<file path="config.mk">
export PLATFORM = sky130hd
export DESIGN_NAME = sum_pkt_driver
export DESIGN_NICKNAME = d
export VERILOG_FILES = /design/src/rtl/sum_pkt_pkg.sv /design/src/rtl/sum_pkt_checker.sv /design/src/rtl/sum_pkt_driver.sv
export SDC_FILE = /design/constraint.sdc
export NUM_CORES = 1
export LEC_CHECK = 0
export BUFFER_PORTS_ARGS = -buffer_cell sky130_fd_sc_hd__buf_2
export CORE_AREA = 2 2 133 122
export DETAILED_ROUTE_END_ITERATION = 8
export DIE_AREA = 0 0 135 124
export HOLD_SLACK_MARGIN = 0.1
export SETUP_SLACK_MARGIN = 0.2
export SLEW_MARGIN = 20
export SYNTH_ARGS = -nofsm -noshare
export SYNTH_HDL_FRONTEND = slang
export SYNTH_HIERARCHICAL = 1
export SYNTH_SLANG_ARGS = --single-unit
</file>
<file path="constraint.sdc">
create_clock -name clk -period 3 [get_ports clk]
set_clock_uncertainty 0.2 [all_clocks]
set_input_delay 0 -clock clk [delete_from_list [all_inputs] [get_ports clk]]
set_output_delay 0 -clock clk [all_outputs]
set_load 0.05 [all_outputs]
</file>
<file path="src/rtl/sum_pkt_pkg.sv">
// Shared types and helpers for the sum-it packet driver.
// Holds the driver state enum, a default-sized packet record and the
// width helper for the done-wait timeout counter.
package sum_pkt_pkg;

  localparam int unsigned PKT_W          = 16;
  localparam int unsigned PKT_SUM_W      = 16;
  localparam int unsigned PKT_MAX_VALUES = 5;
  localparam int unsigned PKT_CNT_W      = $clog2(PKT_MAX_VALUES + 1);

  typedef enum logic [1:0] {
    ST_IDLE      = 2'd0,
    ST_SEND      = 2'd1,
    ST_WAIT_DONE = 2'd2,
    ST_REPORT    = 2'd3
  } sum_pkt_state_e;

  // Packet as offered by a source; sized to the driver's default parameters.
  typedef struct packed {
    logic [PKT_MAX_VALUES-1:0][PKT_W-1:0] values;
    logic [PKT_CNT_W-1:0]                 count;
  } sum_pkt_t;

  // The timeout counter must be able to hold the value TIMEOUT itself.
  function automatic int unsigned tmo_cnt_w(input int unsigned timeout);
    int unsigned w;
    w = (timeout < 1) ? 1 : $clog2(timeout + 1);
    if (w < 1) w = 1;
    return w;
  endfunction

endpackage

</file>
<file path="src/rtl/sum_pkt_checker.sv">
// Expected-sum accumulator for the packet driver.
// Clears when a packet is accepted and adds every operand as it is sent;
// operands are zero-extended to SUM_W and the sum wraps modulo 2^SUM_W.
module sum_pkt_checker
  import sum_pkt_pkg::*;
#(
  parameter int W     = 16,
  parameter int SUM_W = 16
) (
  input  logic             clk,
  input  logic             reset,
  input  logic             clear,
  input  logic             add_en,
  input  logic [W-1:0]     operand,
  output logic [SUM_W-1:0] expected
);

  // Running sum of the operands presented on the accumulator input.
  always_ff @(posedge clk) begin
    if (reset || clear) begin
      expected <= '0;
    end else if (add_en) begin
      expected <= expected + SUM_W'(operand);
    end
  end

endmodule

</file>
<file path="src/rtl/sum_pkt_driver.sv">
// Packet driver for the sum-it accumulator.
// Accepts a packet over valid/ready, streams its operands on inA with an
// active-low go_l on the first one, then waits (bounded) for done and
// reports the captured result for one cycle.
// Build option: define SUM_PKT_DRIVER_CHECK_EN to build the expected-sum
// checker; without it res_ok is 1 on every done completion.
//
// state        | meaning
// -------------+---------------------------------------------------------
// ST_IDLE      | ready for a packet
// ST_SEND      | presenting operand idx on inA (go_l low for idx 0)
// ST_WAIT_DONE | operands sent, waiting for done or timeout
// ST_REPORT    | res_valid high for this single cycle
module sum_pkt_driver
  import sum_pkt_pkg::*;
#(
  parameter int W          = 16,
  parameter int SUM_W      = 16,
  parameter int MAX_VALUES = 5,
  parameter int TIMEOUT    = 64
) (
  input  logic                               clk,
  input  logic                               reset,
  input  logic                               pkt_valid,
  output logic                               pkt_ready,
  input  logic [MAX_VALUES-1:0][W-1:0]       pkt_values,
  input  logic [$clog2(MAX_VALUES+1)-1:0]    pkt_count,
  output logic [W-1:0]                       inA,
  output logic                               go_l,
  input  logic                               done,
  input  logic [SUM_W-1:0]                   outResult,
  output logic                               res_valid,
  output logic [SUM_W-1:0]                   res_sum,
  output logic                               res_ok,
  output logic                               res_timeout
);

  localparam int CW = $clog2(MAX_VALUES + 1);
  localparam int IW = (MAX_VALUES > 1) ? $clog2(MAX_VALUES) : 1;
  localparam int TW = tmo_cnt_w(TIMEOUT);

  sum_pkt_state_e                state, state_nxt;
  logic [MAX_VALUES-1:0][W-1:0]  values_q;
  logic [CW-1:0]                 cnt_q;
  logic [CW-1:0]                 idx;
  logic [CW-1:0]                 idx_nxt;
  logic [CW-1:0]                 cnt_clamp;
  logic [TW-1:0]                 tmo;
  logic                          accept;
  logic                          last_op;
  logic                          tmo_hit;
  logic                          match;

  assign accept    = pkt_valid && pkt_ready;
  assign cnt_clamp = (pkt_count > CW'(MAX_VALUES)) ? CW'(MAX_VALUES) : pkt_count;
  assign idx_nxt   = idx + CW'(1);
  assign last_op   = (idx == (cnt_q - CW'(1)));
  assign tmo_hit   = (tmo == TW'(TIMEOUT));

`ifdef SUM_PKT_DRIVER_CHECK_EN
  logic [SUM_W-1:0] expected;

  sum_pkt_checker #(
    .W     (W),
    .SUM_W (SUM_W)
  ) u_checker (
    .clk      (clk),
    .reset    (reset),
    .clear    (accept),
    .add_en   (state == ST_SEND),
    .operand  (inA),
    .expected (expected)
  );

  assign match = (outResult == expected);
`else
  assign match = 1'b1;
`endif

  // State register.
  always_ff @(posedge clk) begin
    if (reset) begin
      state <= ST_IDLE;
    end else begin
      state <= state_nxt;
    end
  end

  // Next-state decode; done only matters while waiting for it.
  always_comb begin
    state_nxt = state;
    unique case (state)
      ST_IDLE: begin
        if (accept) begin
          state_nxt = (cnt_clamp == '0) ? ST_REPORT : ST_SEND;
        end
      end
      ST_SEND: begin
        if (last_op) begin
          state_nxt = ST_WAIT_DONE;
        end
      end
      ST_WAIT_DONE: begin
        if (done || tmo_hit) begin
          state_nxt = ST_REPORT;
        end
      end
      ST_REPORT: begin
        state_nxt = ST_IDLE;
      end
      default: begin
        state_nxt = ST_IDLE;
      end
    endcase
  end

  // Handshake and strobe outputs, forced low while reset is asserted.
  always_comb begin
    pkt_ready = 1'b0;
    res_valid = 1'b0;
    if (!reset) begin
      pkt_ready = (state == ST_IDLE);
      res_valid = (state == ST_REPORT);
    end
  end

  // Datapath: packet capture, operand streaming, timeout and result capture.
  always_ff @(posedge clk) begin
    if (reset) begin
      values_q    <= '0;
      cnt_q       <= '0;
      idx         <= '0;
      tmo         <= '0;
      inA         <= '0;
      go_l        <= 1'b1;
      res_sum     <= '0;
      res_ok      <= 1'b0;
      res_timeout <= 1'b0;
    end else begin
      unique case (state)
        ST_IDLE: begin
          if (accept) begin
            values_q <= pkt_values;
            cnt_q    <= cnt_clamp;
            idx      <= '0;
            if (cnt_clamp == '0) begin
              // Empty packet: report a trivially correct zero sum.
              res_sum     <= '0;
              res_ok      <= 1'b1;
              res_timeout <= 1'b0;
            end else begin
              // Operand 0 comes straight from the port so it appears
              // right after the accept edge.
              inA  <= pkt_values[0];
              go_l <= 1'b0;
            end
          end
        end
        ST_SEND: begin
          go_l <= 1'b1;
          if (last_op) begin
            inA <= '0;
            tmo <= '0;
          end else begin
            idx <= idx_nxt;
            inA <= values_q[idx_nxt[IW-1:0]];
          end
        end
        ST_WAIT_DONE: begin
          if (done) begin
            res_sum     <= outResult;
            res_ok      <= match;
            res_timeout <= 1'b0;
          end else if (tmo_hit) begin
            res_sum     <= '0;
            res_ok      <= 1'b0;
            res_timeout <= 1'b1;
          end else begin
            tmo <= tmo + TW'(1);
          end
        end
        ST_REPORT: begin
          // Results hold until the next report.
        end
        default: begin
        end
      endcase
    end
  end

endmodule

</file>
---- Yosys cells after proc, flatten, opt, wreduce, memory -nomap -nowiden ----
Cells that the tools add are included.
storage, ports and cells
  flip-flop bits (word level) ............. 130
  output and inout port bits .............. 37
cells by class
  $add $sub $neg .......................... 3
  order comparisons ....................... 2
  equal/unequal tests ..................... 14
  muxes and demuxes ....................... 39
  reductions and logical operators ........ 13
operators by type and width
  operator             count
  $mux 16              8
  $pmux 16 s2          2
  $bmux 16 s3          1
  $mux 7               3
  $ne 2x2->1 const B   8
  $pmux 7 s2           1
  $mux 1               12
  $mux 3               3
  $reduce_and 3->1     3
  $mux 2               4
  $pmux 2 s4           1
  $reduce_and 4->1     2
  $add 7x1->7 const B  1
  $eq 7x7->1 const B   1
  $pmux 1 s2           3
  $pmux 3 s2           1
  $reduce_bool 2->1    3
  $eq 2x2->1 const B   2
  $lt 3x4->1 const B   1
  $add 3x1->3 const B  1
  $eq 3x3->1           1
  $gt 3x3->1 const B   1
  $logic_not 3->1      1
  $ne 3x3->1 const B   1
  6 further kinds      6

---- Depth between registers and ports, before layout ----
  depth after elaboration ................. 6
  depth in mapped cells ................... 10
  mapped depth without buffers ............ 6

---- Worst setup path before layout ----
OpenSTA, ideal clock, no wires.
  path type ............................... register to register
  start point ............................. register state[0]
  end point ............................... register inA[0]
  library setup time ...................... 0.137 ns
  arrival ................................. 1.838 ns
  required time ........................... 2.663 ns
  path slack .............................. 0.825 ns
  stages on the path, launching flop included .. 10
  path buffers ............................ 3
  cells stage by stage .................... dfxtp_1 > inv_1 > ha_1 > clkbuf_1 > and3b_1 > buf_2 > nand2_1 > clkbuf_1 > a221oi_1 > o22ai_2
between the ends
  cells in the longest elaborated chain, start to end .. 5
  elaborated cells on any way between the ends .. 9
  those cells by class .................... eq/ne (3); mux (2); reduce/logical (4)
RTL lines
  what                        RTL line                                      RTL
  start, declared             sum_pkt_driver.sv:42                          sum_pkt_state_e state, state_nxt;
  start signal, assigned      sum_pkt_driver.sv:85                          state <= state_nxt;
  $logic_not 2->1             sum_pkt_driver.sv:122, sum_pkt_driver.sv:140
  $mux 1                      sum_pkt_driver.sv:121                         if (!reset) begin
  $logic_and 1x1->1           sum_pkt_driver.sv:54                          assign accept = pkt_valid && pkt_ready;
  $ne 2x2->1 (no line)        --
  $reduce_and 3->1 (no line)  --
  end signal, assigned        sum_pkt_driver.sv:154                         inA <= pkt_values[0];
  end signal, assigned        sum_pkt_driver.sv:166                         inA <= values_q[idx_nxt[IW-1:0]];
  end, declared               sum_pkt_driver.sv:28                          output logic [W-1:0] inA,
Parallel ways exist; a longest one is shown, timed or not.
A chain may end at the register's enable or synchronous reset.

---- Worst setup path in the final report ----
  start point ............................. register state[0]
  end point ............................... register res_sum[2]
between the ends
  cells in the longest elaborated chain, start to end .. 5
  elaborated cells on any way between the ends .. 10
  those cells by class .................... eq/ne (4); mux (2); reduce/logical (4)
RTL lines
  what                        RTL line                                      RTL
  $logic_not 2->1             sum_pkt_driver.sv:122, sum_pkt_driver.sv:140
  $mux 1                      sum_pkt_driver.sv:121
  $logic_and 1x1->1           sum_pkt_driver.sv:54
  $ne 2x2->1 (no line)        --
  $reduce_and 4->1 (no line)  --
  end signal, assigned        sum_pkt_driver.sv:171                         res_sum <= outResult;
  end, declared               sum_pkt_driver.sv:33                          output logic [SUM_W-1:0] res_sum,
Parallel ways exist; a longest one is shown, timed or not.

==> out/qor.yml <==
route:
  drt_iter0_drc: 513
  viasPerCell: 5.21
  vias: 6229
  ant_nets: 0
  drc: 0
  drtPass1Iterations: 5
  routedWlPerCell_um: 16.5
  wirelength_um: 19800
place:
  place_area_um2: 6810
  place.port_buffers: 139
  routabilityCongestion: 0.815
  dpl.hpwl_um: 12000
  dpl.cell_count: 996
  dp_slack_ns: 0.660
status:
  status: "completed"
floorplanning:
  pin_count: 140
  die_w_um: 135
  die_h_um: 124
  die-area_um2: 16700
  start_util_pct: 39.3
  core_um2: 15300
  num_rows: 43
global_route:
  grt_busiest_layer: "met2"
  grtUsageMet2_pct: 38.2
  grt_max_degree: 84
  grtUsageMet1_pct: 31.9
  grt_pass1_wl_um: 31100
  grt_pass1_vias: 6168
  gr-usage-met3_pct: 4.80
  antenna_found_initial: 0
  grt_overflow: 0
  track_usage_pct: 23.9
yosys:
  yosysSeqAreaShare_pct: 43.3
  synth_nets: 811
  synth_top_cell_by_area: "dfxtp_1"
  synth_top_flop_cell: "dfxtp_1"
  yosysUniqueCellTypes: 52
  synth_top_area_share_pct: 43.3
  avgSynthCellArea_um2: 8.60
  synth_async_sr_flop_share_pct: 0
  syn_area_um2: 6010
  ys_ff_latch: 130
  synth_warnings: 6
  synth-edff-count: 0
  syn_inst: 699
  synth.area.top_cells: "dfxtp_1, nand2_1, nand3_1"
critical_path:
  setup.worst_path.start: "state[0]"
  endpoint: "res_sum[2]"
  crit_arrival_ns: 2.74
  cp_slowest_cell: "dlygate4sd3_1"
  critPathTopFamily: "buffers and inverters"
  path_max_fanout: 16
  cp.required_ns: 3.13
  r2r_start: "state[0]"
  worst-path-stages: 6
  crit_buf_inv: 2
  startpoint_type: "flip-flop"
  crit_chain: "inv_1 > ha_1 > and3_1 > nand2_1 > dlygate4sd3_1 > mux2i_1"
  cp-end-kind: "flip-flop"
  worstReg2RegEnd: "res_sum[2]"
  cpPeakStageDelay_ns: 0.59
  reg2reg_slack_ns: 0.39
  rr_worst_depth: 6
  path_class: "reg -> reg"
finish:
  area_growth_pct: 51.3
  fillers: 1308
  seq_area_um2: 2600
  multi_input_area_um2: 3120
  layout-drive-gt1-share_pct: 22.5
  fin_nets: 1093
  final_area_um2: 9090
  final_common_cell: "nand2_1"
  final_cells: 1196
  n_antenna_cell: 0
  postLayoutCoreUtil_pct: 59.5
  final_cell_mix: "nand2_1, dlygate4sd3_1, buf_2"
sta:
  tightest_slew_ns: 1.00
  tns_ns: 0
  hold_ws_ns: 0.119
  timing.final.crit_period_ns: 2.61
  fmax_ghz: 0.382
  finalHoldViolCount: 0
  setup_viol_count_final: 0
  slew-limit-headroom_pct: 32.8
  min_period_over_period_pct: 87.2
  report.final.slew_viol_count: 0
  setup_ws_ns: 0.385
  rsz0062_at_grt: "no"
pwr:
  p_leak_nw: 4.13
  p_sw_mw: 2.21
  pwr-share-comb_pct: 34.0
  swShare_pct: 34.3
  seqPwrFrac_pct: 33.9
  power_mw: 6.46
  p_per_area_nw_per_um2: 711
  internal-power_mw: 4.25
  vdd.ir_drop.worst_mv: 0.448
  clkPwrFrac_pct: 32.0
clocking:
  cts_tree: "done"
  clkSinkCount: 130
  cts_setup_buffers: 0
  cts_buffers: 17
  root_buffer: "clkbuf_16"
  clk_pin_slew_ns: 0.06
  cts_buffer_depth: 2
  h-tree-depth: 4
  clk_latency_ns: 0.42
min_path:
  hold_path_class: "in -> reg"
  hold_depth: 4
flow_run:
  cap_violations: 0
==> worst min-delay path by stage <==
stage	startpoint	end	slack, ns
floorplan	pkt_count[2]	cnt_q[2]	-0.10
global placement	pkt_values[27]	values_q[27]	-0.02
detailed placement	pkt_values[34]	values_q[34]	-0.01
CTS	pkt_values[16]	values_q[16]	0.10
global route	pkt_values[65]	values_q[65]	0.12
finish	pkt_values[62]	values_q[62]	0.12
==> area by class of cell <==
cell class | instances | area share [%]
inverters | 10 | 0.427
well taps | 202 | 2.78
clock buffers | 24 | 5.41
repair buffers | 321 | 27.3
flip-flops and latches | 130 | 28.6
multi-input cells | 501 | 34.3
clock inverters | 8 | 1.11
==> per-layer routing <==
layer,share of wire [%],vias to the layer above
met5,0,-
met4,2.2,0
met2,47,231
met3,6.0,41
met1,45,2946
li1,-,3011
==> synth_stat cells, drive strengths merged (2+ instances only) <==
cell	number
dfxtp	130
nor2b	21
xnor2	2
clkbuf	42
nand2b	5
a31o	5
o211a	2
o211ai	3
buf	16
nand3	86
nor3	4
a221oi	15
and4	16
nor4	4
mux2i	16
ha	9
nor2	4
and3	20
mux4	16
o21a	3
o22ai	18
or3	3
inv	10
o21ai	4
a21oi	21
a31oi	2
nand2	203
o31ai	2
==> registers in the layout (all words and copies together), names as in the netlist <==
register / flops
cnt_q: 3
go_l: 1
idx: 3
inA: 16
res_ok: 1
res_sum: 16
res_timeout: 1
state: 2
tmo: 7
values_q: 80
==> power by group through the flow <==
stage	sequential [mW]	clock, mW	combinational, mW
6_report	2.19	2.07	2.20
5_1_grt	2.23	2.18	2.38
4_1_cts	2.19	2.09	2.17
3_5_place_dp	2.22	0	1.92
3_3_place_gp	2.21	0	1.87
2_1_floorplan	2.39	0	1.25
==> cells by family (layout without fill, tap and decap cells) <==
group                      count (synthesis)  after routing  synth area share [%]
AOI/OAI and AO/OA                         84             84                  11.0
muxes                                     33             33                  8.85
adders and majority gates                  9              9                  1.87
and+or+nand+nor                          371            371                  29.1
xor gates and xnor gates                   4              4                 0.854
DFF                                      130            130                  43.3
buffers and inverters                     68            363                  5.00
==> worst register-to-register path: cells and delay by family (launching register included) <==
kind                       cells  cell delay [ns]
muxes                          1             0.19
adders and majority gates      1             0.36
and+or+nand+nor                2             0.72
DFF                            1             0.32
buffers and inverters          2             0.73
==> timing repair <==
item,4_1_cts,5_1_grt
setup endpoints to repair,0,1
endpoints found under the hold margin,130,0
resized for setup,0,1
hold buffers,168,0
(Power assumes the default switching activity.)
